==> config.mk <==
export PLATFORM = sky130hd
export DESIGN_NAME = divider
export DESIGN_NICKNAME = d
export VERILOG_FILES = /design/src/rtl/divider_pkg.sv /design/src/rtl/cla64.sv /design/src/rtl/divider.sv
export SDC_FILE = /design/constraint.sdc
export NUM_CORES = 1
export LEC_CHECK = 0
export BUFFER_PORTS_ARGS = -buffer_cell sky130_fd_sc_hd__buf_2
export CAP_MARGIN = 20
export CORE_ASPECT_RATIO = 0.6
export CORE_MARGIN = 5
export CORE_UTILIZATION = 40
export DETAILED_ROUTE_END_ITERATION = 10
export PLACE_DENSITY = 0.71
export SYNTH_ARGS = -nofsm -noshare
export SYNTH_HDL_FRONTEND = slang
export SYNTH_SLANG_ARGS = --single-unit
==> constraint.sdc <==
create_clock -name clk -period 5.6 [get_ports clk]
set_input_delay 0.84 -clock clk [delete_from_list [all_inputs] [get_ports clk]]
set_output_delay 0.84 -clock clk [all_outputs]
set_load 0.005 [all_outputs]
==> src/rtl/divider_pkg.sv <==
// Shared constants and FSM encoding for the 64-bit restoring divider.
// Latency: n/a (definitions only).
// Backpressure: n/a (definitions only).
package divider_pkg;

   localparam int OP_W  = 64;          // operand width
   localparam int R_W   = 2*OP_W + 1;  // working register: 65-bit partial remainder + 64-bit quotient field
   localparam int CNT_W = 7;           // iteration counter, must hold OP_W

   typedef enum logic [2:0] {
      IDLE    = 3'd0,
      OPSTART = 3'd1,
      SHIFT   = 3'd2,
      SUB     = 3'd3,
      DONE    = 3'd4
   } state_t;

endpackage

==> src/rtl/cla64.sv <==
// 64-bit carry-lookahead adder: 4-bit lookahead groups, group carries chained.
// Latency: combinational.
// Backpressure: none (pure combinational).
module cla64 (
   input  logic [63:0] a,
   input  logic [63:0] b,
   input  logic        ci,
   output logic [63:0] sum,
   output logic        co
);

   logic [63:0] g;
   logic [63:0] p;
   logic [63:0] c;
   logic [15:0] gg;
   logic [15:0] gp;
   logic [16:0] gc;

   // Per-bit generate/propagate, per-group lookahead, carries into every bit
   always_comb begin
      g     = a & b;
      p     = a ^ b;
      gg    = '0;
      gp    = '0;
      gc    = '0;
      c     = '0;
      gc[0] = ci;
      for (int i = 0; i < 16; i++) begin
         gg[i]     = g[4*i+3]
                   | (p[4*i+3] & g[4*i+2])
                   | (p[4*i+3] & p[4*i+2] & g[4*i+1])
                   | (p[4*i+3] & p[4*i+2] & p[4*i+1] & g[4*i]);
         gp[i]     = &p[4*i +: 4];
         gc[i+1]   = gg[i] | (gp[i] & gc[i]);
         c[4*i]    = gc[i];
         c[4*i+1]  = g[4*i] | (p[4*i] & gc[i]);
         c[4*i+2]  = g[4*i+1]
                   | (p[4*i+1] & g[4*i])
                   | (p[4*i+1] & p[4*i] & gc[i]);
         c[4*i+3]  = g[4*i+2]
                   | (p[4*i+2] & g[4*i+1])
                   | (p[4*i+2] & p[4*i+1] & g[4*i])
                   | (p[4*i+2] & p[4*i+1] & p[4*i] & gc[i]);
      end
   end

   assign sum = p ^ c;
   assign co  = gc[16];

endmodule

==> src/rtl/divider.sv <==
// Unsigned 64/64 restoring radix-2 divider, one quotient bit per SHIFT+SUB pair.
// Latency: op_done in the cycle after edge k+129 (k = start edge); k+1 for a zero divisor.
// Backpressure: none; op_start is ignored unless IDLE, op_clear aborts from any state.
module divider
   import divider_pkg::*;
(
   input  logic            clk,
   input  logic            reset_n,
   input  logic            op_start,
   input  logic            op_clear,
   input  logic [OP_W-1:0] dividend,
   input  logic [OP_W-1:0] divisor,
   output logic            op_done,
   output logic [OP_W-1:0] quotient,
   output logic [OP_W-1:0] remainder,
   output logic            div_by_zero
);

   state_t           state_q, state_d;
   logic [R_W-1:0]   r_q, r_d;
   logic [CNT_W-1:0] cnt_q, cnt_d;
   logic [OP_W-1:0]  dvsr_q, dvsr_d;
   logic             dbz_q, dbz_d;
   logic             op_done_q, op_done_d;

   logic [OP_W-1:0]  sub_dif;
   logic             sub_co;

   // Trial subtraction of the latched divisor from the low 64 bits of the partial remainder
   cla64 u_sub (
      .a   (r_q[2*OP_W-1:OP_W]),
      .b   (~dvsr_q),
      .ci  (1'b1),
      .sum (sub_dif),
      .co  (sub_co)
   );

   // Next-state and datapath: clear wins everywhere, otherwise step the FSM
   always_comb begin
      state_d = state_q;
      r_d     = r_q;
      cnt_d   = cnt_q;
      dvsr_d  = dvsr_q;
      dbz_d   = dbz_q;
      if (op_clear) begin
         state_d = IDLE;
         r_d     = '0;
         cnt_d   = '0;
         dvsr_d  = '0;
         dbz_d   = 1'b0;
      end else begin
         case (state_q)
            IDLE: begin
               if (op_start) state_d = OPSTART;
            end
            OPSTART: begin
               dvsr_d = divisor;
               cnt_d  = CNT_W'(OP_W);
               if (divisor == '0) begin
                  // All-ones quotient and the dividend as remainder flag the fault
                  r_d     = {1'b0, dividend, {OP_W{1'b1}}};
                  dbz_d   = 1'b1;
                  state_d = DONE;
               end else begin
                  r_d     = {{(OP_W+1){1'b0}}, dividend};
                  dbz_d   = 1'b0;
                  state_d = SHIFT;
               end
            end
            SHIFT: begin
               r_d     = {r_q[R_W-2:0], 1'b0};
               cnt_d   = cnt_q - CNT_W'(1);
               state_d = SUB;
            end
            SUB: begin
               // Bit 128 set means the partial remainder already exceeds any 64-bit divisor
               if (r_q[R_W-1] || sub_co) begin
                  r_d[R_W-1:OP_W] = {1'b0, sub_dif};
                  r_d[0]          = 1'b1;
               end
               state_d = (cnt_q == '0) ? DONE : SHIFT;
            end
            DONE: begin
               state_d = IDLE;
            end
            default: begin
               state_d = IDLE;
            end
         endcase
      end
   end

   // Completion pulse registered alongside the DONE state
   always_comb begin
      op_done_d = (state_d == DONE);
   end

   // State, datapath and flag registers
   always_ff @(posedge clk or negedge reset_n) begin
      if (!reset_n) begin
         state_q   <= IDLE;
         r_q       <= '0;
         cnt_q     <= '0;
         dvsr_q    <= '0;
         dbz_q     <= 1'b0;
         op_done_q <= 1'b0;
      end else begin
         state_q   <= state_d;
         r_q       <= r_d;
         cnt_q     <= cnt_d;
         dvsr_q    <= dvsr_d;
         dbz_q     <= dbz_d;
         op_done_q <= op_done_d;
      end
   end

   assign op_done     = op_done_q;
   assign quotient    = r_q[OP_W-1:0];
   assign remainder   = r_q[2*OP_W-1:OP_W];
   assign div_by_zero = dbz_q;

endmodule

==> impl_metrics.toml <==
[outcome]
status = "finished, final reports clean"

[clock_tree]
cts_setup_buffers = 0
post_cts_resize_count = 0
cts_tree = "yes"
cts_hold_buf = 0
clk_latency_ns = 0.53
clk_path_buf_depth = 3
clkTransAtPathRegs_ns = 0.06
root_buffer = "clkbuf_16"
numCtsBuffers = 24
cts_max_level = 1
clock-sinks = 205

[placed_design]
globalplace.congestion = 0.948
place.port_buffers = 261
dp_hpwl_um = 35000
dp_cells = 2088
placed_area_sq_um = 14400

[timing]
slew_headroom_pct = 25.8
fin_crit_ns = 4.18
finalHoldViolations = 0
slew_violations = 0
finalCritPeriodShare_pct = 74.6
setup_viol = 0
rsz0062_at_grt = "false"
skew_ns = 0.0133
setup_tns_ns = 0
fmax_mhz = 239
worstMarginPinSlew_ns = 1.11

[floorplan]
ioPinCount = 262
core-area_sq_um = 33800
start_util_pct = 40.6
die_x_um = 249
die_height_um = 153
fp-row-count = 52
die_area_sq_um = 38200

[grt]
grt_max_degree = 128
grt_util_met1_pct = 36.6
grt_first_pass_wirelength_um = 72900
grt-busiest-layer = "met1"
grt_util_met3_pct = 6.20
antenna_found_initial = 5
grt_use_total_pct = 24.0
use_met2_pct = 34.1
grt_remaining_overflow = 0
grt_pass1_vias = 11595

[pwr]
power_density_nw_per_um2 = 334
p_sw_share_pct = 35.0
clock_power_share_pct = 33.3
power_frac_seq_pct = 33.8
p_int_mw = 3.32
power_frac_comb_pct = 32.9
leakage_nw = 7.06
vdd_ir_drop_max_v = 0.000191
p_sw_mw = 1.79

[synth]
synthesis.nets = 1790
synth_top_area_cell = "dfrtp_1"
synth_top_area_share_pct = 37.4
synth_async_sr_flop_share_pct = 100
synth_edf_count = 0
synth_top_family_by_area = "compound AO/OA/AOI/OAI gates"
yosys-mux-area-fraction_pct = 0.511
ys_warn_count = 0
synthXorXnorAreaFrac_pct = 2.43
syn-cell-area_sq_um = 13700
synthAdderAreaFrac_pct = 8.21
synth_compound_area_share_pct = 24.1
synth_simple_gate_area_share_pct = 14.5
postSynthCellCount = 1577
yosysMostFrequentCell = "dfrtp_1"
synthDistinctLibCells = 65
synth_ff_type = "dfrtp_1"
synth_common_cells = "dfrtp_1, o21ai_0, nand2_1"
synth_area_leaders = "dfrtp_1, o21ai_0, buf_4"
syn_avg_cell_area_sq_um = 8.70
synth-seq-cells = 205
seq_area_frac_synth_pct = 37.4

[run]
drv_cap = 0

[drt]
drt_iter0_drc = 1047
ant_nets = 0
wire_per_inst_um = 22.5
vias = 12289
drc = 0
wirelength_um = 47900
via_per_inst = 5.76
firstDrtPassIters = 6

[setup_path]
crit_arrival_ns = 4.63
max_stage_delay_ns = 0.48
cp_num_buf_inv = 0
crit_family = "compound AO/OA/AOI/OAI gates"
worstPathMaxFanout = 4
cp-end-kind = "flop"
worstPathRequired_ns = 6.05
path_cells = "ha_1, a21o_1, a221oi_1, a21boi_2, o211ai_2, a21oi_1, nand2_1, a21oi_1, o21ai_0, a21oi_1, fa_1, o211ai_1, o211ai_1, o21ai_0"
path_class = "reg -> reg"
cp-start-kind = "flop"
cp_slowest_cell = "a21oi_1"
cpMostUsedCell = "a21oi_1"

[layout]
drive_above_1_share_pct = 21.3
fin_cells = 2134
final_area_sq_um = 15300
fin_nets = 1869
area_growth_pct = 11.5
nFillCells = 3251

[worst_hold_path]
min_path_type = "in -> async"
-- sequential cells by signal, summed over array words and instances, names as in the netlist --
register	cells
state_q	3
div_by_zero	1
op_done	1
r_q	129
dvsr_q	64
cnt_q	7
-- cell families (layout without fill, tap and decap cells) --
logic type,Yosys count,in the layout
flops,205,205
simple gates,430,430
mux,7,7
other cells,0,2
buf+inv,324,420
compound gates,492,492
xor+xnor,38,38
fa+ha+maj,81,81
-- power groups by stage --
stage,Combinational (mW),Clock (mW),Sequential (mW)
after floorplan,1.28,0,1.70
after global placement,1.62,0,1.75
after detailed placement,1.65,0,1.75
after CTS,1.66,1.73,1.73
after global routing,1.85,1.79,1.75
final,1.68,1.70,1.73
-- through the flow --
step / utilization [%] / total power, mW / hold slack, ns / setup WS (ns)
after floorplan: - / 2.99 / 0.465 / 2.33
after global placement: 42.7 / 3.37 / 0.477 / 1.08
final: 45.3 / 5.12 / 0.315 / 1.42
after global routing: 45.3 / 5.39 / 0.380 / 1.10
after CTS: 45.2 / 5.12 / 0.343 / 1.37
after detailed placement: 42.7 / 3.40 / 0.482 / 1.38
-- routing by layer --
| metal | wire length [um] | vias to the layer above |
|---|---|---|
| li1 | - | 5659 |
| met1 | 22100 | 5958 |
| met2 | 19800 | 579 |
| met3 | 4670 | 87 |
| met4 | 1260 | 6 |
| met5 | 22 | - |
-- worst paths after layout --
| path | start | to | slack, ns | depth (start not counted) |
|---|---|---|---|---|
| min in group clk | dvsr_q[51] | dvsr_q[51] | 0.50 | 1 |
| setup reg to reg | r_q[69] | r_q[112] | 1.42 | 14 |
| hold / removal | reset_n | r_q[61] | 0.31 | 1 |
| hold reg to reg | dvsr_q[51] | dvsr_q[51] | 0.50 | 1 |
| max in group asynchronous | reset_n | state_q[0] | 4.11 | 2 |
| setup / recovery | r_q[69] | r_q[112] | 1.42 | 14 |
-- layout by cell type, fill, tap and decap left out, drive strengths merged, types with 15 or more instances in the layout --
cell and instances:
buf 279, o21ai 215, a21o 18, inv 97
nor3 99, dfrtp 205, nor2 45, fa 15
nor4 23, a22o 68, xnor2 27, nand2 189
a21oi 36, clkbuf 36, o211ai 68, ha 66
-- area by class of cell --
class                   count  area (sq um)  share of cell area [%]
flip-flops and latches    205          5130                    33.5
well taps                 459           574                    3.75
clock buffers              35           733                    4.79
diodes                      2          5.00                  0.0327
inverters                  97           364                    2.38
clock inverters             8           119                   0.777
multi-input cells        1048          6890                    45.0
repair buffers            280          1490                    9.72
Note: power is estimated with default switching activity, not from simulation.
